$ cat config.mk
export PLATFORM = sky130hd
export DESIGN_NAME = rst_sequencer
export DESIGN_NICKNAME = d
export VERILOG_FILES = /design/src/rtl/rst_sequencer_pkg.sv /design/src/rtl/rst_sequencer_sync_cell.sv /design/src/rtl/rst_sequencer.sv
export SDC_FILE = /design/constraint.sdc
export NUM_CORES = 1
export LEC_CHECK = 0
export CAP_MARGIN = 20
export CORE_MARGIN = 2
export CORE_UTILIZATION = 57
export DETAILED_ROUTE_END_ITERATION = 8
export MAX_ROUTING_LAYER = met4
export PLACE_DENSITY = 0.86
export SLEW_MARGIN = 5
export SYNTH_ARGS = -nofsm -noshare
export SYNTH_HDL_FRONTEND = slang
export SYNTH_SLANG_ARGS = --single-unit
$ cat constraint.sdc
create_clock -name clk -period 2.4 [get_ports clk]
set_input_delay 0.6 -clock clk [delete_from_list [all_inputs] [get_ports clk]]
set_output_delay 0.6 -clock clk [all_outputs]
set_load 0.05 [all_outputs]
$ cat src/rtl/rst_sequencer_pkg.sv
// rst_seq_pkg
// Shared types and constants for the reset sequencer block.
//   rst_seq_state_t : sequencer FSM states (ASSERT, RELEASE, RUN)
//   rst_cause_t     : 2-bit encoding of the cause of the last reset
//   RST_COUNT_W     : width of the saturating reset-event counter
//   cnt_width()     : counter width able to hold 0..limit-1, at least 1 bit

package rst_seq_pkg;

    typedef enum logic [1:0] {
        ASSERT  = 2'd0,
        RELEASE = 2'd1,
        RUN     = 2'd2
    } rst_seq_state_t;

    typedef logic [1:0] rst_cause_t;

    localparam rst_cause_t RST_CAUSE_POR = 2'd0;
    localparam rst_cause_t RST_CAUSE_EXT = 2'd1;
    localparam rst_cause_t RST_CAUSE_SW  = 2'd2;

    localparam int RST_COUNT_W = 8;

    // A limit of 1 still needs one bit so that the counter signal exists.
    function automatic int cnt_width(input int limit);
        return (limit <= 1) ? 1 : $clog2(limit);
    endfunction

endpackage

$ cat src/rtl/rst_sequencer_sync_cell.sv
// rst_sync_cell
// Multi-flop synchronizer for a single asynchronous level input.
// Ports:
//   clk     in  : clock
//   reset_n in  : synchronous active-low reset; all flops load RESET_VALUE
//   d       in  : asynchronous input level
//   q       out : synchronized level, SYNC_STAGES cycles behind d

module rst_sync_cell #(
    parameter int   SYNC_STAGES = 2,
    parameter logic RESET_VALUE = 1'b1
) (
    input  logic clk,
    input  logic reset_n,
    input  logic d,
    output logic q
);

    logic [SYNC_STAGES-1:0] sync_q;

    // Shift chain; bit 0 is the metastability-exposed flop, the last bit is
    // the only one the rest of the design may look at.
    always_ff @(posedge clk) begin
        if (!reset_n) begin
            sync_q <= {SYNC_STAGES{RESET_VALUE}};
        end else begin
            sync_q <= {sync_q[SYNC_STAGES-2:0], d};
        end
    end

    assign q = sync_q[SYNC_STAGES-1];

endmodule

$ cat src/rtl/rst_sequencer.sv
// rst_sequencer
// Merges the board reset, an asynchronous external reset request and a
// software reset pulse into staged, synchronous active-low resets. All stages
// are held for a stretch period after the last request clears and then
// released one at a time, in index order, STAGE_GAP cycles apart.
// Ports:
//   clk           in  : clock
//   reset_n       in  : synchronous active-low reset
//   ext_rst_req_n in  : asynchronous active-low external reset request (level)
//   sw_rst_req    in  : single-cycle software reset request
//   stage_reset_n out : per-stage active-low resets (registered)
//   rst_done      out : all stages released (registered)
//   rst_cause     out : cause of last reset, POR/EXT/SW (registered)
//   rst_count     out : saturating count of EXT and SW events (registered)

module rst_sequencer
    import rst_seq_pkg::*;
#(
    parameter int NUM_STAGES     = 4,
    parameter int STRETCH_CYCLES = 16,
    parameter int STAGE_GAP      = 8,
    parameter int SYNC_STAGES    = 2
) (
    input  logic                   clk,
    input  logic                   reset_n,
    input  logic                   ext_rst_req_n,
    input  logic                   sw_rst_req,
    output logic [NUM_STAGES-1:0]  stage_reset_n,
    output logic                   rst_done,
    output rst_cause_t             rst_cause,
    output logic [RST_COUNT_W-1:0] rst_count
);

    localparam int STRETCH_W = cnt_width(STRETCH_CYCLES);
    localparam int GAP_W     = cnt_width(STAGE_GAP);
    localparam int IDX_W     = cnt_width(NUM_STAGES);

    localparam logic [STRETCH_W-1:0] STRETCH_LAST = STRETCH_W'(STRETCH_CYCLES - 1);
    localparam logic [GAP_W-1:0]     GAP_LAST     = GAP_W'(STAGE_GAP - 1);
    localparam logic [IDX_W-1:0]     IDX_LAST     = IDX_W'(NUM_STAGES - 1);

    rst_seq_state_t         state_q, state_d;
    logic [STRETCH_W-1:0]   stretch_cnt_q, stretch_cnt_d;
    logic [GAP_W-1:0]       gap_cnt_q, gap_cnt_d;
    logic [IDX_W-1:0]       stage_idx_q, stage_idx_d;
    logic [NUM_STAGES-1:0]  stage_reset_n_q, stage_reset_n_d;
    logic                   rst_done_q, rst_done_d;
    rst_cause_t             rst_cause_q, rst_cause_d;
    logic [RST_COUNT_W-1:0] rst_count_q, rst_count_d;
    logic                   ext_req_q;

    logic ext_sync_n;
    logic ext_req;
    logic req;
    logic rst_event;

    rst_sync_cell #(
        .SYNC_STAGES (SYNC_STAGES),
        .RESET_VALUE (1'b1)
    ) u_ext_sync (
        .clk     (clk),
        .reset_n (reset_n),
        .d       (ext_rst_req_n),
        .q       (ext_sync_n)
    );

    assign ext_req = ~ext_sync_n;
    assign req     = ext_req | sw_rst_req;

    // A held external level must count as one event, so only its rising edge
    // is an event; every software pulse cycle is an event of its own.
    assign rst_event = (ext_req & ~ext_req_q) | sw_rst_req;

    // State and output registers.
    always_ff @(posedge clk) begin
        if (!reset_n) begin
            state_q         <= ASSERT;
            stretch_cnt_q   <= '0;
            gap_cnt_q       <= '0;
            stage_idx_q     <= '0;
            stage_reset_n_q <= '0;
            rst_done_q      <= 1'b0;
            rst_cause_q     <= RST_CAUSE_POR;
            rst_count_q     <= '0;
            ext_req_q       <= 1'b0;
        end else begin
            state_q         <= state_d;
            stretch_cnt_q   <= stretch_cnt_d;
            gap_cnt_q       <= gap_cnt_d;
            stage_idx_q     <= stage_idx_d;
            stage_reset_n_q <= stage_reset_n_d;
            rst_done_q      <= rst_done_d;
            rst_cause_q     <= rst_cause_d;
            rst_count_q     <= rst_count_d;
            ext_req_q       <= ext_req;
        end
    end

    // Sequencer next state. A request overrides everything, including a
    // release or RUN transition scheduled for the same cycle. Stages are a
    // thermometer code, so releasing the next stage shifts a 1 in at bit 0.
    always_comb begin
        state_d         = state_q;
        stretch_cnt_d   = stretch_cnt_q;
        gap_cnt_d       = gap_cnt_q;
        stage_idx_d     = stage_idx_q;
        stage_reset_n_d = stage_reset_n_q;
        rst_done_d      = rst_done_q;

        if (req) begin
            state_d         = ASSERT;
            stretch_cnt_d   = '0;
            gap_cnt_d       = '0;
            stage_idx_d     = '0;
            stage_reset_n_d = '0;
            rst_done_d      = 1'b0;
        end else begin
            case (state_q)
                ASSERT: begin
                    stage_reset_n_d = '0;
                    rst_done_d      = 1'b0;
                    if (stretch_cnt_q == STRETCH_LAST) begin
                        state_d         = RELEASE;
                        stretch_cnt_d   = '0;
                        gap_cnt_d       = '0;
                        stage_idx_d     = '0;
                        stage_reset_n_d = NUM_STAGES'(1);
                    end else begin
                        stretch_cnt_d = stretch_cnt_q + STRETCH_W'(1);
                    end
                end
                RELEASE: begin
                    if (gap_cnt_q == GAP_LAST) begin
                        gap_cnt_d = '0;
                        if (stage_idx_q == IDX_LAST) begin
                            state_d    = RUN;
                            rst_done_d = 1'b1;
                        end else begin
                            stage_idx_d     = stage_idx_q + IDX_W'(1);
                            stage_reset_n_d = (stage_reset_n_q << 1) | NUM_STAGES'(1);
                        end
                    end else begin
                        gap_cnt_d = gap_cnt_q + GAP_W'(1);
                    end
                end
                RUN: begin
                    stage_reset_n_d = '1;
                    rst_done_d      = 1'b1;
                end
                default: begin
                    state_d         = ASSERT;
                    stretch_cnt_d   = '0;
                    gap_cnt_d       = '0;
                    stage_idx_d     = '0;
                    stage_reset_n_d = '0;
                    rst_done_d      = 1'b0;
                end
            endcase
        end
    end

    // Cause and event bookkeeping. EXT wins whenever the synced external
    // request is active at the event; the counter sticks at all-ones.
    always_comb begin
        rst_cause_d = rst_cause_q;
        rst_count_d = rst_count_q;
        if (rst_event) begin
            rst_cause_d = ext_req ? RST_CAUSE_EXT : RST_CAUSE_SW;
            if (rst_count_q != '1) begin
                rst_count_d = rst_count_q + RST_COUNT_W'(1);
            end
        end
    end

    assign stage_reset_n = stage_reset_n_q;
    assign rst_done      = rst_done_q;
    assign rst_cause     = rst_cause_q;
    assign rst_count     = rst_count_q;

endmodule
Yosys cells after proc, flatten, opt, wreduce, memory -nomap -nowiden --
Index checks and enable logic that the tools add are counted.
Word-level totals: register bits 29, word-level logic and storage cells 61, output and inout port bits 15
Operators by class: reductions and logical operators 9, equal/unequal tests 10, mux-type cells 21, bitwise gates (word level) 7, $add $sub $neg 4
Operator list (count):
- 2-bit 2-to-1 mux | 7
- 4-bit 2-to-1 mux | 3
- 2-bit case mux with 3 select lines | 2
- 4-bit case mux with 3 select lines | 1
- 3-bit case mux with 3 select lines | 1
- 8-bit by 1-bit adder with 8-bit output, second input constant | 1
- 2-bit != test, second input constant | 4
- 8-bit != test, second input constant | 1
- 4-bit case mux with 2 select lines | 1
- 2-bit AND reduction | 4
- 4-bit AND reduction | 2
- 3-bit 2-to-1 mux | 2
- 4-bit by 1-bit adder with 4-bit output, second input constant | 1
- 2-bit equality test, second input constant | 2
- 4-bit equality test, second input constant | 1
- 1-bit NOT | 4
- 2-bit OR reduction | 2
- 3-bit by 1-bit adder with 3-bit output, second input constant | 1
- 3-bit equality test, second input constant | 1
- 1-bit 2-to-1 mux | 3
- 2-bit by 1-bit adder with 2-bit output, second input constant | 1
- 2-bit by 1-bit equality test with 1-bit output, second input constant | 1
- 2-bit zero test | 1
- 1-bit OR | 2
- other kinds (2) | 2

Depth between registers and ports, before layout --
depth after elaboration 4, depth in mapped cells 7, mapped depth without buffers 6

Cells and area by module --
From an unflattened synthesis, not the netlist that was laid out.
Unflattened totals: cell total of the unflattened synthesis 160, area total of the unflattened synthesis 1487.7 µm²
Modules (own cells, without submodules):
- rst_sequencer | area each 1435.1 µm², cells an instance 156, seq. area each 540.5 µm², times used 1
- rst_sync_cell | area each 52.6 µm², cells an instance 4, seq. area each 40.0 µm², times used 1

Least setup slack after synthesis --
OpenSTA, ideal clock, no wires.
path kind reg2reg, from reg rst_count_q[0], in the netlist rst_count[0], to reg rst_count_q[4], in the netlist rst_count[4], arrival time 1.628 ns, stages on the path, launching flop included 6, period minus slack after synthesis 1.743 ns, path buffers 0, slack 0.657 ns, cells stage by stage dfxtp_1 -> ha_1 -> nand3_1 -> nand3b_1 -> xnor2_1 -> and2_1
On the way: cells in the longest elaborated chain, start to end 2, elaborated cells on any way between the ends 3
RTL lines:
- from (decl) | line rst_sequencer.sv:49 | logic [RST_COUNT_W-1:0] rst_count_q, rst_count_d;
- from (signal assigned) | line rst_sequencer.sv:94 | rst_count_q <= rst_count_d;
- branches (longest 2 deep; another with 8-bit by 1-bit adder with 8-bit output)
Parallel ways; which one is timed is not known. A chain may end at the register's enable or synchronous reset.

Worst setup path in the final report --
from reg rst_count_q[4], in the netlist rst_count[4], to out rst_count[4]
RTL lines:
- to (decl) | line rst_sequencer.sv:31 | output logic [RST_COUNT_W-1:0] rst_count
No word-level cell between the ends.

==> results.sh <==
export IMPL_die_h_um=53.1
export IMPL_synthCells=149
export IMPL_cp_top_family="buffers and inverters"
export IMPL_drive_above_1_share_pct=7.65
export IMPL_timing_final_crit_share_pct=92.7
export IMPL_cts_num_sinks=29
export IMPL_clk_pin_slew_worst_paths_ps=80
export IMPL_cts_path_max_buffers=2
export IMPL_crit_path_end_kind="output port"
export IMPL_io_buffers=18
export IMPL_vias=1156
export IMPL_grt_use_total_pct=23.4
export IMPL_globalplace_congestion=0.736
export IMPL_cts_root_buf="clkbuf_4"
export IMPL_antennaDiodeCount=0
export IMPL_grt_pass1_vias=1117
export IMPL_hold_viol=0
export IMPL_stdcell_count=198
export IMPL_synth_distinct_cells=32
export IMPL_cp_data_arrival_time_ps=1630
export IMPL_hold_slack_ps=412
export IMPL_hold_buffers=0
export IMPL_critical_path_required_ps=1800
export IMPL_peakVddDrop_v=0.000479
export IMPL_slowest_delay_ps=850
export IMPL_area_growth_pct=18.5
export IMPL_rsz0062_at_grt="false"
export IMPL_finalSetupViolCount=0
export IMPL_ioPinCount=19
export IMPL_final_nets=186
export IMPL_crit_fanout=6
export IMPL_drv_slew=0
export IMPL_yosys_warnings=0
export IMPL_routed_wl_um=2740
export IMPL_design_die_area_um2=2820
export IMPL_dp_hpwl_um=1960
export IMPL_post_cts_buffers=0
export IMPL_synthesis_area_um2=1380
export IMPL_path_class="reg -> out"
export IMPL_cp_start_kind="flip-flop"
export IMPL_drcViolationCount=0
export IMPL_start_util_pct=61.0
export IMPL_critPathSlowestCell="clkdlybuf4s50_1"
export IMPL_synth_nets=164
export IMPL_cts_htree_levels=2
export IMPL_setup_tns_ps=0
export IMPL_layout_commonest_cell="dfxtp_1"
export IMPL_layout_common_cells="dfxtp_1, clkdlybuf4s50_1, nand3_1, a21oi_1, ha_1"
export IMPL_clock_skew_ps=3.76
export IMPL_numCtsBuffers=5
export IMPL_synth_flop_cell="dfxtp_1"
export IMPL_core_area_um2=2250
export IMPL_synth_edf_count=0
export IMPL_fmax_mhz=449
export IMPL_grt_pass1_wl_um=4530
export IMPL_rows=17
export IMPL_first_pass_iters=4
export IMPL_antenna_found_initial=0
export IMPL_routedWlPerCell_um=13.8
export IMPL_grt_overflow=0
export IMPL_cts_tree="built"
export IMPL_relSlewSlack_pct=66.0
export IMPL_avgSynthCellArea_um2=9.24
export IMPL_synth_seq_cells=29
export IMPL_crit_buf_inv=1
export IMPL_p_per_area_nw_per_um2=515
export IMPL_drtIter0Drc=17
export IMPL_period_minus_slack_ps=2230
export IMPL_insertion_delay_ps=320
export IMPL_drv_cap=0
export IMPL_dpl_cell_count=192
export IMPL_min_delay_path_class="reg -> reg"
export IMPL_cts_resized=0
export IMPL_die_w_um=53.1
export IMPL_async_flop_share_pct=0
export IMPL_seq_area_frac_synth_pct=42.2
export IMPL_grt_max_degree=15
export IMPL_status="finished, final reports clean"
export IMPL_ant_nets=0
export IMPL_via_per_inst=5.84
export IMPL_crit_chain="clkdlybuf4s50_1"
export IMPL_tightest_slew_ps=506
export IMPL_power_leakage_nw=0.612
-- metal layers --
metal / part of all wire, % / track usage [%] / routed length, um / up-vias
met1: 43 / 24.4 / 1180 / 541
met5: 0 / - / 0 / -
met3: 4.1 / 5.93 / 112 / 8
li1: - / - / - / 572
met4: 2.3 / 13.2 / 64 / 0
met2: 50 / 40.2 / 1380 / 35
-- through the flow --
step	setup WS [ps]	power, mW	util (%)	cell area (um^2)
5_1_grt	108	0.879	72.3	1630
3_3_place_gp	373	0.589	70.4	1590
6_report	174	0.840	72.3	1630
3_5_place_dp	257	0.592	70.4	1590
4_1_cts	181	0.845	72.3	1630
2_1_floorplan	657	0.566	-	1380
-- sequential cells by signal (all words and copies together) (netlist names) --
register and flops:
u_ext_sync.sync_q 2, gap_cnt_q 3, state_q 2, ext_req_q 1, stretch_cnt_q 4, rst_cause 2, stage_reset_n 4, rst_done 1
stage_idx_q 2, rst_count 8
-- cells by family after synthesis --
logic type | synth area share, %
AND/OR/NAND/NOR | 21.1
AO/OA/AOI/OAI | 18.0
flip-flops | 42.2
adder cells (fa/ha/maj) | 10.0
buffers and inverters | 2.45
multiplexers | 4.36
XOR/XNOR | 1.91
-- power by group --
| part | internal, mW | leakage [nW] | switching [mW] | total, mW |
|---|---|---|---|---|
| Clock | 0.101 | 0.0269 | 0.157 | 0.259 |
| Sequential | 0.491 | 0.235 | 0.00955 | 0.500 |
| Combinational | 0.0327 | 0.349 | 0.0484 | 0.0811 |
| Total | 0.625 | 0.612 | 0.215 | 0.840 |
-- worst reg2reg max path, cell delays in order (launching register included) --
cell and delay, ps:
dfxtp_1 410, inv_1 130, ha_1 240, a21boi_0 180, a211oi_1 490, nand3_1 160, o31ai_1 100
-- path summary, 6_finish.rpt --
kind,slack (ps),end,start,cells past startpoint
setup / recovery,170,rst_count[4],rst_count[4],1
hold / removal,410,u_ext_sync.sync_q[1],u_ext_sync.sync_q[0],1
setup reg to reg,590,state_q[1],state_q[1],6
hold reg to reg,410,u_ext_sync.sync_q[1],u_ext_sync.sync_q[0],1
-- synthesized netlist by cell type, drive strengths merged (3+ instances only) --
master	n	area, um^2
dfxtp	29	581
a21oi	12	60.1
nand3	12	60.1
ha	11	138
nand2	10	37.5
nor2	10	37.5
o21ai	7	46.3
mux2i	6	60.1
clkbuf	5	18.8
nand2b	5	31.3
o31ai	5	37.5
a21boi	4	30.0
inv	4	15.0
nor2b	4	25.0
and2	3	18.8
xnor2	3	26.3
-- layout make-up --
| cell class | count | area, um^2 |
|---|---|---|
| multi-input combinational | 111 | 762 |
| inverter | 4 | 15.0 |
| clock inverter | 1 | 5.00 |
| timing repair buffer | 20 | 195 |
| fill | 178 | 624 |
| clock buffer | 5 | 37.5 |
| tap | 28 | 35.0 |
| sequential | 29 | 581 |
(Power assumes the default switching activity.)
==> RTL edit (same flow settings) <==
Take the reset off `stage_reset_n_q` and load it in a clocked block of its own.
--- a/src/rtl/rst_sequencer.sv
+++ b/src/rtl/rst_sequencer.sv
@@ -79,5 +79,4 @@
             gap_cnt_q       <= '0;
             stage_idx_q     <= '0;
-            stage_reset_n_q <= '0;
             rst_done_q      <= 1'b0;
             rst_cause_q     <= RST_CAUSE_POR;
@@ -89,5 +88,4 @@
             gap_cnt_q       <= gap_cnt_d;
             stage_idx_q     <= stage_idx_d;
-            stage_reset_n_q <= stage_reset_n_d;
             rst_done_q      <= rst_done_d;
             rst_cause_q     <= rst_cause_d;
@@ -95,4 +93,8 @@
             ext_req_q       <= ext_req;
         end
+    end
+
+    always_ff @(posedge clk) begin
+        stage_reset_n_q <= stage_reset_n_d;
     end
 
Behaviour: same outputs for any inputs over 10 cycles, from zero or initial values and one cycle with reset_n low; that may be too few to reach the edited logic, so the function may still have changed.
==> RTL edit against the original RTL <==
Count of clock-buffer cells in the layout is 2 higher. Critical path depth unchanged. Routed wire length grew 11%. Clock power rose by 33%. Power up 9.9%. Sequential cell count unchanged. Setup slack got worse by 0.013 ns. Area after synthesis is 7.5% higher. Cell area up 6.9%.
==> RTL edit: results (changes against the original RTL) <==
| Metric | Value |
|---|---|
| Status | finished, final reports clean |
| Vias in the first global route | 1174 (+5.1%) |
| CP Max Fanout | 7 (+1) |
| Cells on worst reg2reg path | 5 (-1) |
| GRT met2 Usage | 40.9% (+0.66 points) |
| Avg Cell Area, Syn | 9.07 um2 (-1.8%) |
| Skew final | 0.00940 ns (+0.00564 ns) |
| Crit. Startpoint | rst_count[7] |
| Via/cell ratio | 5.91 (+1.2%) |
| Nets@finish | 198 (+6.5%) |
| Reg2reg end | stage_idx_q[0] |
| Met3 Resource Use GR | 7.53% (+1.6 points) |
| Distinct cells, synth | 43 (+34%) |
| First-pass GRT wire length | 4930 um (+8.7%) |
| Filler cells | 193 (+8.4%) |
| Measured slew at the worst slew-check pin | 0.508 ns (+0.00171 ns) |
| Mapped Nets | 178 (+8.5%) |
| Peak VDD IR | 0.428 mV (-11%) |
| Area after DPL | 1670 um2 (+5.4%) |
| Pin count of the biggest net entering global routing | 13 (-2) |
| Placed cells | 206 (+7.3%) |
| Avg WL per Cell | 14.1 um (+2.3%) |
| Detailed Place HPWL | 2220 um (+13%) |
| Via count | 1265 (+9.4%) |
| Lkg Pwr | 0.637 nW (+4.2%) |
| Worst-path clk slew | 0.10 ns (+0.02 ns) |
## RTL edit: where the power goes
group	switching (W)	internal (W)
clock network	0.000175	0.000170
registers	0.00000912	0.000491
logic	0.0000498	0.0000290
## RTL edit: routing by layer
| layer | part of all wire, % | routed length, um | vias up |
|---|---|---|---|
| li1 | - | - | 632 |
| met1 | 46 | 1400 | 600 |
| met2 | 50 | 1520 | 31 |
| met3 | 3.1 | 93 | 2 |
| met4 | 0.50 | 15 | 0 |
| met5 | 0 | 0 | - |
## RTL edit: logic make-up after synthesis
logic type | synth area share [%]
AO/OA/AOI/OAI | 19.3
adder cells (fa/ha/maj) | 9.31
buffers and inverters | 4.65
flip-flops | 39.3
multiplexers | 5.41
AND/OR/NAND/NOR | 22.1
## RTL edit: layout make-up
cell class | instances | share of cell area, %
well taps | 30 | 2.15
repair buffers | 19 | 10.8
clock inverters | 1 | 0.287
inverters | 10 | 2.15
clock buffers | 7 | 3.73
flip-flops and latches | 29 | 33.3
multi-input cells | 118 | 47.6
## RTL edit: worst min-delay path by stage
| stage | end | slack, ns |
|---|---|---|
| after detailed placement | u_ext_sync.sync_q[1] | 0.40 |
| after global placement | u_ext_sync.sync_q[1] | 0.40 |
| after CTS | u_ext_sync.sync_q[1] | 0.42 |
| after floorplan | u_ext_sync.sync_q[1] | 0.39 |
| final | u_ext_sync.sync_q[1] | 0.42 |
| after global routing | u_ext_sync.sync_q[1] | 0.46 |
## RTL edit: through the flow
step | worst slack (ns) | util (%)
CTS | 0.162 | 70.4
detailed placement | 0.355 | 67.5
finish | 0.161 | 70.4
global placement | 0.480 | 67.5
floorplan | 0.747 | -
global route | 0.105 | 70.4
